<file path="config.mk">
export PLATFORM = sky130hd
export DESIGN_NAME = insn_dispatcher
export DESIGN_NICKNAME = d
export VERILOG_FILES = /design/src/rtl/insn_dispatcher_pkg.sv /design/src/rtl/insn_dispatcher.sv
export SDC_FILE = /design/constraint.sdc
export NUM_CORES = 1
export LEC_CHECK = 0
export BUFFER_PORTS_ARGS = -buffer_cell sky130_fd_sc_hd__clkbuf_2
export CAP_MARGIN = 20
export CORE_UTILIZATION = 54
export CTS_CLUSTER_SIZE = 28
export DETAILED_ROUTE_END_ITERATION = 10
export MAX_ROUTING_LAYER = met4
export PLACE_DENSITY_LB_ADDON = 0.05
export SLEW_MARGIN = 30
export SYNTH_ARGS = -nofsm -noshare
export SYNTH_HDL_FRONTEND = slang
export SYNTH_SLANG_ARGS = --single-unit
</file>
<file path="constraint.sdc">
create_clock -name clk -period 2.9 [get_ports clk]
set_input_delay 0.58 -clock clk [delete_from_list [all_inputs] [get_ports clk]]
set_output_delay 0.58 -clock clk [all_outputs]
set_load 0.01 [all_outputs]
</file>
<file path="src/rtl/insn_dispatcher_pkg.sv">
// Shared decode constants for insn_dispatcher: opcode map, FSM state encoding,
// error codes and the instruction word layout.
package insn_dispatcher_pkg;

   localparam logic [4:0] OP_NOP    = 5'd0;
   localparam logic [4:0] OP_CFG_LO = 5'd1;
   localparam logic [4:0] OP_CFG_HI = 5'd27;
   localparam logic [4:0] OP_RUN    = 5'd28;
   localparam logic [4:0] OP_LOOP   = 5'd29;
   localparam logic [4:0] OP_ENDL   = 5'd30;
   localparam logic [4:0] OP_EOC    = 5'd31;

   localparam logic [2:0] ST_DEC  = 3'd0;
   localparam logic [2:0] ST_CFG  = 3'd1;
   localparam logic [2:0] ST_RUN  = 3'd2;
   localparam logic [2:0] ST_WAIT = 3'd3;
   localparam logic [2:0] ST_HALT = 3'd4;

   localparam logic [1:0] ERR_NONE    = 2'd0;
   localparam logic [1:0] ERR_BAD_ENG = 2'd1;
   localparam logic [1:0] ERR_NESTED  = 2'd2;
   localparam logic [1:0] ERR_TIMEOUT = 2'd3;

   typedef struct packed {
      logic [4:0]  op;
      logic [26:0] arg;
   } insn_t;

endpackage

</file>
<file path="src/rtl/insn_dispatcher.sv">
// Instruction-stream dispatcher: issues config writes, engine starts and one loop level.
// Optional WAIT timeout is enabled by defining DISPATCH_TIMEOUT_EN.
module insn_dispatcher
   import insn_dispatcher_pkg::*;
#(
   parameter int IADDR_W     = 13,
   parameter int NUM_ENG     = 3,
   parameter int LOOP_W      = 16,
   parameter int TIMEOUT_CYC = 65535
) (
   input  logic               clk,
   input  logic               rst_n,
   output logic [IADDR_W-1:0] iaddr,
   input  logic [31:0]        idata,
   output logic               cfg_we,
   output logic [4:0]         cfg_op,
   output logic [26:0]        cfg_arg,
   output logic [NUM_ENG-1:0] eng_start,
   input  logic [NUM_ENG-1:0] eng_done,
   output logic               busy,
   output logic               err,
   output logic [1:0]         err_code
);

   if (NUM_ENG < 1 || NUM_ENG > 256 || LOOP_W < 1 || LOOP_W > 27 || TIMEOUT_CYC < 1) begin : g_bad_param
      $error("insn_dispatcher: parameter out of range");
   end

   logic [2:0]         state;
   logic [LOOP_W-1:0]  loop_cnt;
   logic [IADDR_W-1:0] loop_start;
   logic [NUM_ENG-1:0] eng_sel;
   insn_t              insn;
   logic [7:0]         eng_id;
   logic               eng_id_ok;
   logic [NUM_ENG-1:0] eng_onehot;
   logic               done_hit;
   logic [LOOP_W-1:0]  loop_load;
   logic [IADDR_W-1:0] iaddr_inc;
   logic               timeout_hit;

   assign insn       = idata;
   assign eng_id     = insn.arg[7:0];
   assign eng_id_ok  = {1'b0, eng_id} < 9'(NUM_ENG);
   assign eng_onehot = NUM_ENG'(1) << eng_id;
   // eng_sel remembers which engine is outstanding so foreign done bits are masked off
   assign done_hit   = |(eng_done & eng_sel);
   assign loop_load  = (insn.arg[LOOP_W-1:0] == '0) ? LOOP_W'(1) : insn.arg[LOOP_W-1:0];
   assign iaddr_inc  = iaddr + IADDR_W'(1);
   assign busy       = (state != ST_HALT);
   assign err        = (err_code != ERR_NONE);

`ifdef DISPATCH_TIMEOUT_EN
   localparam int TO_W = $clog2(TIMEOUT_CYC + 1);
   logic [TO_W-1:0] wait_cnt;

   always_ff @(posedge clk) begin
      if (!rst_n || state != ST_WAIT) wait_cnt <= '0;
      else                            wait_cnt <= wait_cnt + TO_W'(1);
   end

   assign timeout_hit = (state == ST_WAIT) && (wait_cnt == TO_W'(TIMEOUT_CYC - 1));
`else
   assign timeout_hit = 1'b0;
`endif

   always_ff @(posedge clk) begin
      if (!rst_n) begin
         state      <= ST_DEC;
         iaddr      <= '0;
         cfg_we     <= 1'b0;
         cfg_op     <= '0;
         cfg_arg    <= '0;
         eng_start  <= '0;
         eng_sel    <= '0;
         loop_cnt   <= '0;
         loop_start <= '0;
         err_code   <= ERR_NONE;
      end else begin
         cfg_we    <= 1'b0;
         eng_start <= '0;
         case (state)
            ST_DEC: begin
               if (insn.op == OP_NOP) begin
                  iaddr <= iaddr_inc;
               end else if (insn.op >= OP_CFG_LO && insn.op <= OP_CFG_HI) begin
                  cfg_we  <= 1'b1;
                  cfg_op  <= insn.op;
                  cfg_arg <= insn.arg;
                  iaddr   <= iaddr_inc;
                  state   <= ST_CFG;
               end else if (insn.op == OP_RUN) begin
                  if (eng_id_ok) begin
                     eng_start <= eng_onehot;
                     eng_sel   <= eng_onehot;
                     iaddr     <= iaddr_inc;
                     state     <= ST_RUN;
                  end else begin
                     if (err_code == ERR_NONE) err_code <= ERR_BAD_ENG;
                     state <= ST_HALT;
                  end
               end else if (insn.op == OP_LOOP) begin
                  if (loop_cnt != '0) begin
                     if (err_code == ERR_NONE) err_code <= ERR_NESTED;
                     state <= ST_HALT;
                  end else begin
                     loop_cnt   <= loop_load;
                     loop_start <= iaddr_inc;
                     iaddr      <= iaddr_inc;
                  end
               end else if (insn.op == OP_ENDL) begin
                  if (loop_cnt > LOOP_W'(1)) begin
                     loop_cnt <= loop_cnt - LOOP_W'(1);
                     iaddr    <= loop_start;
                  end else begin
                     loop_cnt <= '0;
                     iaddr    <= iaddr_inc;
                  end
               end else if (insn.op == OP_EOC) begin
                  state <= ST_HALT;
               end
            end
            ST_CFG:  state <= ST_DEC;
            ST_RUN:  state <= done_hit ? ST_DEC : ST_WAIT;
            ST_WAIT: begin
               if (done_hit) begin
                  state <= ST_DEC;
               end else if (timeout_hit) begin
                  if (err_code == ERR_NONE) err_code <= ERR_TIMEOUT;
                  state <= ST_HALT;
               end
            end
            ST_HALT: state <= ST_HALT;
            default: state <= ST_DEC;
         endcase
      end
   end

endmodule

</file>
**Yosys cells after proc, flatten, opt, wreduce, memory -nomap -nowiden**

Cells that the tools add are included.

- Flip-flop bits (word level): 86
- Word-level logic and storage cells: 94

- Add/sub/neg operators: 2
- $lt $le $gt $ge: 4
- Equal/unequal tests: 17
- Shift operators: 1
- Multiplexer cells: 31
- Bitwise operators: 8
- Reductions and logical operators: 21

Operators by type and width:

| operator | number |
|---|---|
| $mux 13 | 8 |
| $mux 16 | 5 |
| $mux 3 | 9 |
| $eq 5x5->1 const B | 4 |
| $ne 5x5->1 const B | 4 |
| $gt 16x1->1 const B | 1 |
| $logic_not 16->1 | 1 |
| $reduce_bool 16->1 | 1 |
| $sub 16x1->16 const B | 1 |
| $mux 2 | 7 |
| $add 13x1->13 const B | 1 |
| $pmux 3 s4 | 1 |
| $reduce_and 6->1 | 2 |
| $reduce_and 5->1 | 2 |
| $lt 8x2->1 const B | 1 |
| $ne 2x2->1 const B | 4 |
| $reduce_bool 2->1 | 4 |
| $shl 1x8->3 const A | 1 |
| $not 1->1 | 7 |
| $reduce_and 7->1 | 1 |
| $eq 3x2->1 const B | 2 |
| $reduce_or 3->1 | 2 |
| $reduce_or 6->1 | 1 |
| $ge 5x1->1 const B | 1 |
| 13 further kinds | 13 |

**Longest topological paths before layout**

- Depth in word-level cells: 8
- Gate-level depth with buffers: 8
- Gate-level depth less buffers: 7

**Worst setup path before layout**

No wires, ideal clock.

- Kind: reg2reg
- Start point: register loop_cnt[4]
- End point: register loop_cnt[15]
- Data arrival time: 2.386 ns
- Setup slack: 0.396 ns
- Cell stages (with the launch flop): 9
- Buffers on the path: 2
- Clock period less this slack: 2.504 ns
- Cell sequence: dfxtp_1 -> or4_1 -> buf_2 -> or3_4 -> or3_4 -> a21oi_4 -> buf_6 -> nand2_1 -> a32o_1

- Longest elaborated chain between the ends: 4
- Elaborated cells on any way between the ends: 8
- Those cells by class: add/sub (1); order compare (1); eq/ne (1); mux (3); reduce/logical (2)

RTL lines:

| element | RTL line | RTL |
|---|---|---|
| from (decl) | insn_dispatcher.sv:30 | `logic [LOOP_W-1:0] loop_cnt;` |
| from (signal assigned) | insn_dispatcher.sv:107 | `loop_cnt <= loop_load;` |
| from (signal assigned) | insn_dispatcher.sv:113 | `loop_cnt <= loop_cnt - LOOP_W'(1);` |
| $sub 16x1->16 / $gt 16x1->1 (equally long branches) | insn_dispatcher.sv:113, insn_dispatcher.sv:112 |  |
| $mux 16 | insn_dispatcher.sv:112 | `if (loop_cnt > LOOP_W'(1)) begin` |
| $mux 16 | insn_dispatcher.sv:111 | `end else if (insn.op == OP_ENDL) begin` |
| $mux 16 | insn_dispatcher.sv:102 | `end else if (insn.op == OP_LOOP) begin` |

Several ways; a longest one is shown, not always the timed one. The select of a mux whose other input is x is not followed.
A chain may end at the register's enable or synchronous reset.

**Worst setup path after layout**

- Start point: register loop_cnt[4]
- End point: register iaddr[6]

- Longest elaborated chain between the ends: 7
- Elaborated cells on any way between the ends: 10
- Those cells by class: order compare (1); eq/ne (1); mux (6); reduce/logical (2)

RTL lines:

| element | RTL line | RTL |
|---|---|---|
| $gt 16x1->1 | insn_dispatcher.sv:112 |  |
| $mux 13 | insn_dispatcher.sv:112 |  |
| $mux 13 | insn_dispatcher.sv:111 |  |
| $mux 13 | insn_dispatcher.sv:102 |  |
| $mux 13 | insn_dispatcher.sv:92 | `end else if (insn.op == OP_RUN) begin` |
| $mux 13 | insn_dispatcher.sv:86 | `end else if (insn.op >= OP_CFG_LO && insn.op <= OP_CFG_HI) begin` |
| $mux 13 | insn_dispatcher.sv:84 | `if (insn.op == OP_NOP) begin` |
| to (signal assigned) | insn_dispatcher.sv:85 | `iaddr <= iaddr_inc;` |
| to (signal assigned) | insn_dispatcher.sv:90 | `iaddr <= iaddr_inc;` |
| to (signal assigned) | insn_dispatcher.sv:96 | `iaddr <= iaddr_inc;` |
| to (decl) | insn_dispatcher.sv:13 | `output logic [IADDR_W-1:0] iaddr,` |

Several ways; a longest one is shown, not always the timed one. The select of a mux whose other input is x is not followed.

==> metrics.md <==
| Metric | Value |
|---|---|
| Status | `finished clean` |
| N_diodes | `0` |
| Core area | `7330 sq um` |
| CTS resizes | `0` |
| Number of synthesized flops with an enable pin | `0` |
| Synth Register Bits | `86` |
| Peak supply drop | `about 270 uV` |
| DR vias | `3999` |
| Uppermost routed layer | `met4` |
| Sequential power share | `between 40 and 50%` |
| Pre-CTS setup slack | `0.121 ns` |
| Global-route wire length before repair | `roughly 17 mm` |
| Clock Skew | `~0.011 ns` |
| Sw Ratio | `between 20% and 30%` |
| Wire per inst | `14.6 um` |
| Placed insts | `just under 700` |
| Clk slew on worst S/H paths | `about 0.08 ns` |
| Synthesized area | `just over 4000 sq um` |
| All-layer global routing usage | `between 20% and 30%` |
| Period Utilization, post-route | `between 90% and 100%` |
| CTS tree | `done` |
| Die W | `89.3 um` |
| Routed Antenna Nets | `0` |
| Worst hold start | `idata[21]` |
| Routed WL | `10.2 mm` |
| Die height | `just under 90 um` |
| Slew headroom | `45.0%` |
| WP data required | `~3.1 ns` |
| Initial antenna violation count | `0` |
| Syn Area/Cell | `approximately 8.0 sq um` |
| Flop2flop setup slack | `0.22 ns` |
| Area Growth Syn to Fin | `18.7%` |
| RR Endpoint | `iaddr[6]` |
| Reg2reg path depth | `7` |
| Async SR Flop Fraction | `0%` |
| CP arrival | `2.89 ns` |
| Final setup violation count | `0` |
| Via/cell ratio | `between 5 and 6` |
| Crit path max fanout | `13` |
| Final Critical Period | `2.68 ns` |
| Commonest non-fill, non-tap cell in the layout | `nand2_1` |
| CP max-delay cell | `or4_1` |
| Drt initial violations | `between 150 and 200` |
| DR pass1 iterations | `4` |
| CTS max path bufs | `2` |
| Peak Freq | `about 370 MHz` |
| DR DRC count | `0` |
| YS warnings | `0` |
| Nets | `640` |
| Post-route insts no fill | `about 700` |
| Gate power share | `about a fifth` |
| Metal-1 WL | `roughly 4.6 mm` |
| CP startpoint kind | `register` |
| Synthesized net count | `roughly 560` |
| # rows | `31` |
| CTS Root Cell | `clkbuf_8` |
| Max-cap violation count | `0` |
| GRT overflow | `0` |
| Met2 WL | `4.91 mm` |
| Share of cells above drive strength 1 | `about a quarter` |
| R2R Path Start | `loop_cnt[4]` |
| Final Max Tran Viols | `0` |
| Internal | `1860 uW` |
| Total negative slack | `0 ns` |
| RSZ-0062 raised after global routing | `false` |
| Synth Flop Type | `dfxtp_1` |
| Die ar. | `between 7000 and 8000 sq um` |
| Placer Congestion | `roughly 0.88` |
| Post-synthesis sequential area ratio | `between 40% and 50%` |
| Static Leak | `slightly below 0.002 uW` |
| Final instance area | `approximately 4900 sq um` |
| PwrDens | `around 540 nW/um^2` |
| Placed instance area | `approximately 4700 sq um` |
| Fin. Hold Viols | `0` |
| Critical Path, Cell by Cell | `or4_1 > or3_4 > nor3_1 > o31ai_2 > buf_4 > o21ai_0 > a21oi_1` |
| Clk sinks | `86` |
| Hold Path Depth | `3` |
| Commonest non-fill, non-tap cells in the layout | `99 x nand2_1, 89 x clkbuf_2, 86 x dfxtp_1` |
| Buffers on Ports | `between 80 and 90` |
| IO Pins | `90` |
| Worst setup EP type | `register` |
| CTS Buf Count | `9` |
| Pin count of the biggest net entering global routing | `38` |
| Delay of the slowest critical-path stage | `0.65 ns` |
| H-tree level count | `3` |
| Power share of the clock group | `a little under a third` |
| Worst-Skew Late Latency | `~0.36 ns` |
| Vias in the first global route | `3674` |
| Hold EP | `cfg_arg[21]` |
| Cells after Synth | `around 500` |
| HPWL after detailed placement | `roughly 7.2 mm` |
| Critical path class | `register to register` |
| Worst-Margin Slew | `0.820 ns` |
| Hold Path Class | `input pin to register` |
| Smallest setup slack after layout | `around 0.22 ns` |
| Starting density of the core | `approximately 56%` |
| Yosys cell types | `59` |
| Met3 wire len | `a little over 500 um` |
| Net Switching | `767 uW` |
[through the flow]
stage          total power, uW  util, %  hold WS [ns]
2_1_floorplan             1650        -         0.437
3_3_place_gp              1810     63.5         0.441
5_1_grt                   2770     66.7         0.439
4_1_cts                   2640     66.1         0.429
3_5_place_dp              1820     63.5         0.447
6_report                  2630     66.7         0.441
[synthesized netlist by cell type, types with 3 or more instances]
library cell  count  share of area [%]
o21ai_0          25                3.0
nor4_1            7                1.1
or2_2             5               0.76
inv_1             8               0.73
nor3_1           21                2.6
buf_2             3               0.36
clkbuf_1         21                1.9
nand2_1          99                9.0
nand4_1           4               0.61
a211oi_1         14                2.6
nand3b_1          3               0.55
dfxtp_1          86                 42
a21o_1            4               0.73
xnor2_1           7                1.5
ha_1              4                1.2
a32o_1           11                2.7
o31ai_1           5               0.91
xor2_1            5                1.1
buf_6             3               0.82
nand3_1          14                1.7
a221oi_1          3               0.64
a21oi_1          61                7.4
nor2_1           45                4.1
mux2i_1           5                1.2
o32ai_1           5                1.1
[repair_timing]
| action | in CTS | in global routing |
|---|---|---|
| setup endpoints to repair | 0 | 5 |
| setup buffers | 0 | 4 |
| hold buffers | 0 | 0 |
[kinds of logic (layout without fill, tap and decap cells)]
group	after synthesis	after routing	share of synthesized area [%]
buffers and inverters	41	129	5.04
muxes	5	5	1.22
and+or+nand+nor	218	218	24.6
AOI/OAI and AO/OA	149	149	23.6
xor gates and xnor gates	12	12	2.55
adders and majority gates	4	4	1.22
DFF	86	86	41.8
[area by class of cell]
| type | count | area [sq um] |
|---|---|---|
| clock buffer | 11 | 141 |
| tap | 99 | 124 |
| fill | 637 | 2440 |
| sequential | 86 | 1720 |
| timing repair buffer | 106 | 623 |
| inverter | 8 | 30.0 |
| multi-input combinational | 388 | 2200 |
| clock inverter | 4 | 47.5 |
[power by group through the flow]
stage               Sequential (uW)  Clock (uW)  Combinational, uW
finish                         1280         826                519
global placement               1310           0                502
detailed placement             1310           0                514
global route                   1290         894                581
floorplan                      1330           0                315
CTS                            1280         845                517
[worst max-delay path, delay by kind of cell (launching register included)]
family,cells,cell delay [ns]
buffers and inverters,1,0.28
DFF,1,0.36
and+or+nand+nor,3,1.42
AOI/OAI and AO/OA,3,0.49
[metal layers]
layer  global-route usage [%]  vias up
met5                        -        -
met4                     10.4        0
met3                     4.06       15
met2                     46.4      123
met1                     33.8     1848
li1                         -     2013
[how the worst max path moves through the flow]
stage	from	endpoint	slack (ns)	depth (start not counted)
2_1_floorplan	loop_cnt[4]	loop_cnt[15]	0.40	8
3_3_place_gp	loop_cnt[4]	loop_cnt[12]	0.18	6
3_5_place_dp	loop_cnt[4]	loop_cnt[10]	0.12	6
4_1_cts	loop_cnt[4]	loop_cnt[10]	0.10	6
5_1_grt	loop_cnt[4]	iaddr[6]	0.04	7
6_report	loop_cnt[4]	iaddr[6]	0.22	7
[registers in the layout, summed over array words and instances (netlist names)]
name,count
err_code,2
state,3
iaddr,13
cfg_we,1
eng_sel,3
eng_start,3
cfg_op,5
loop_cnt,16
cfg_arg,27
loop_start,13
Power figures use the tool's default switching activity.
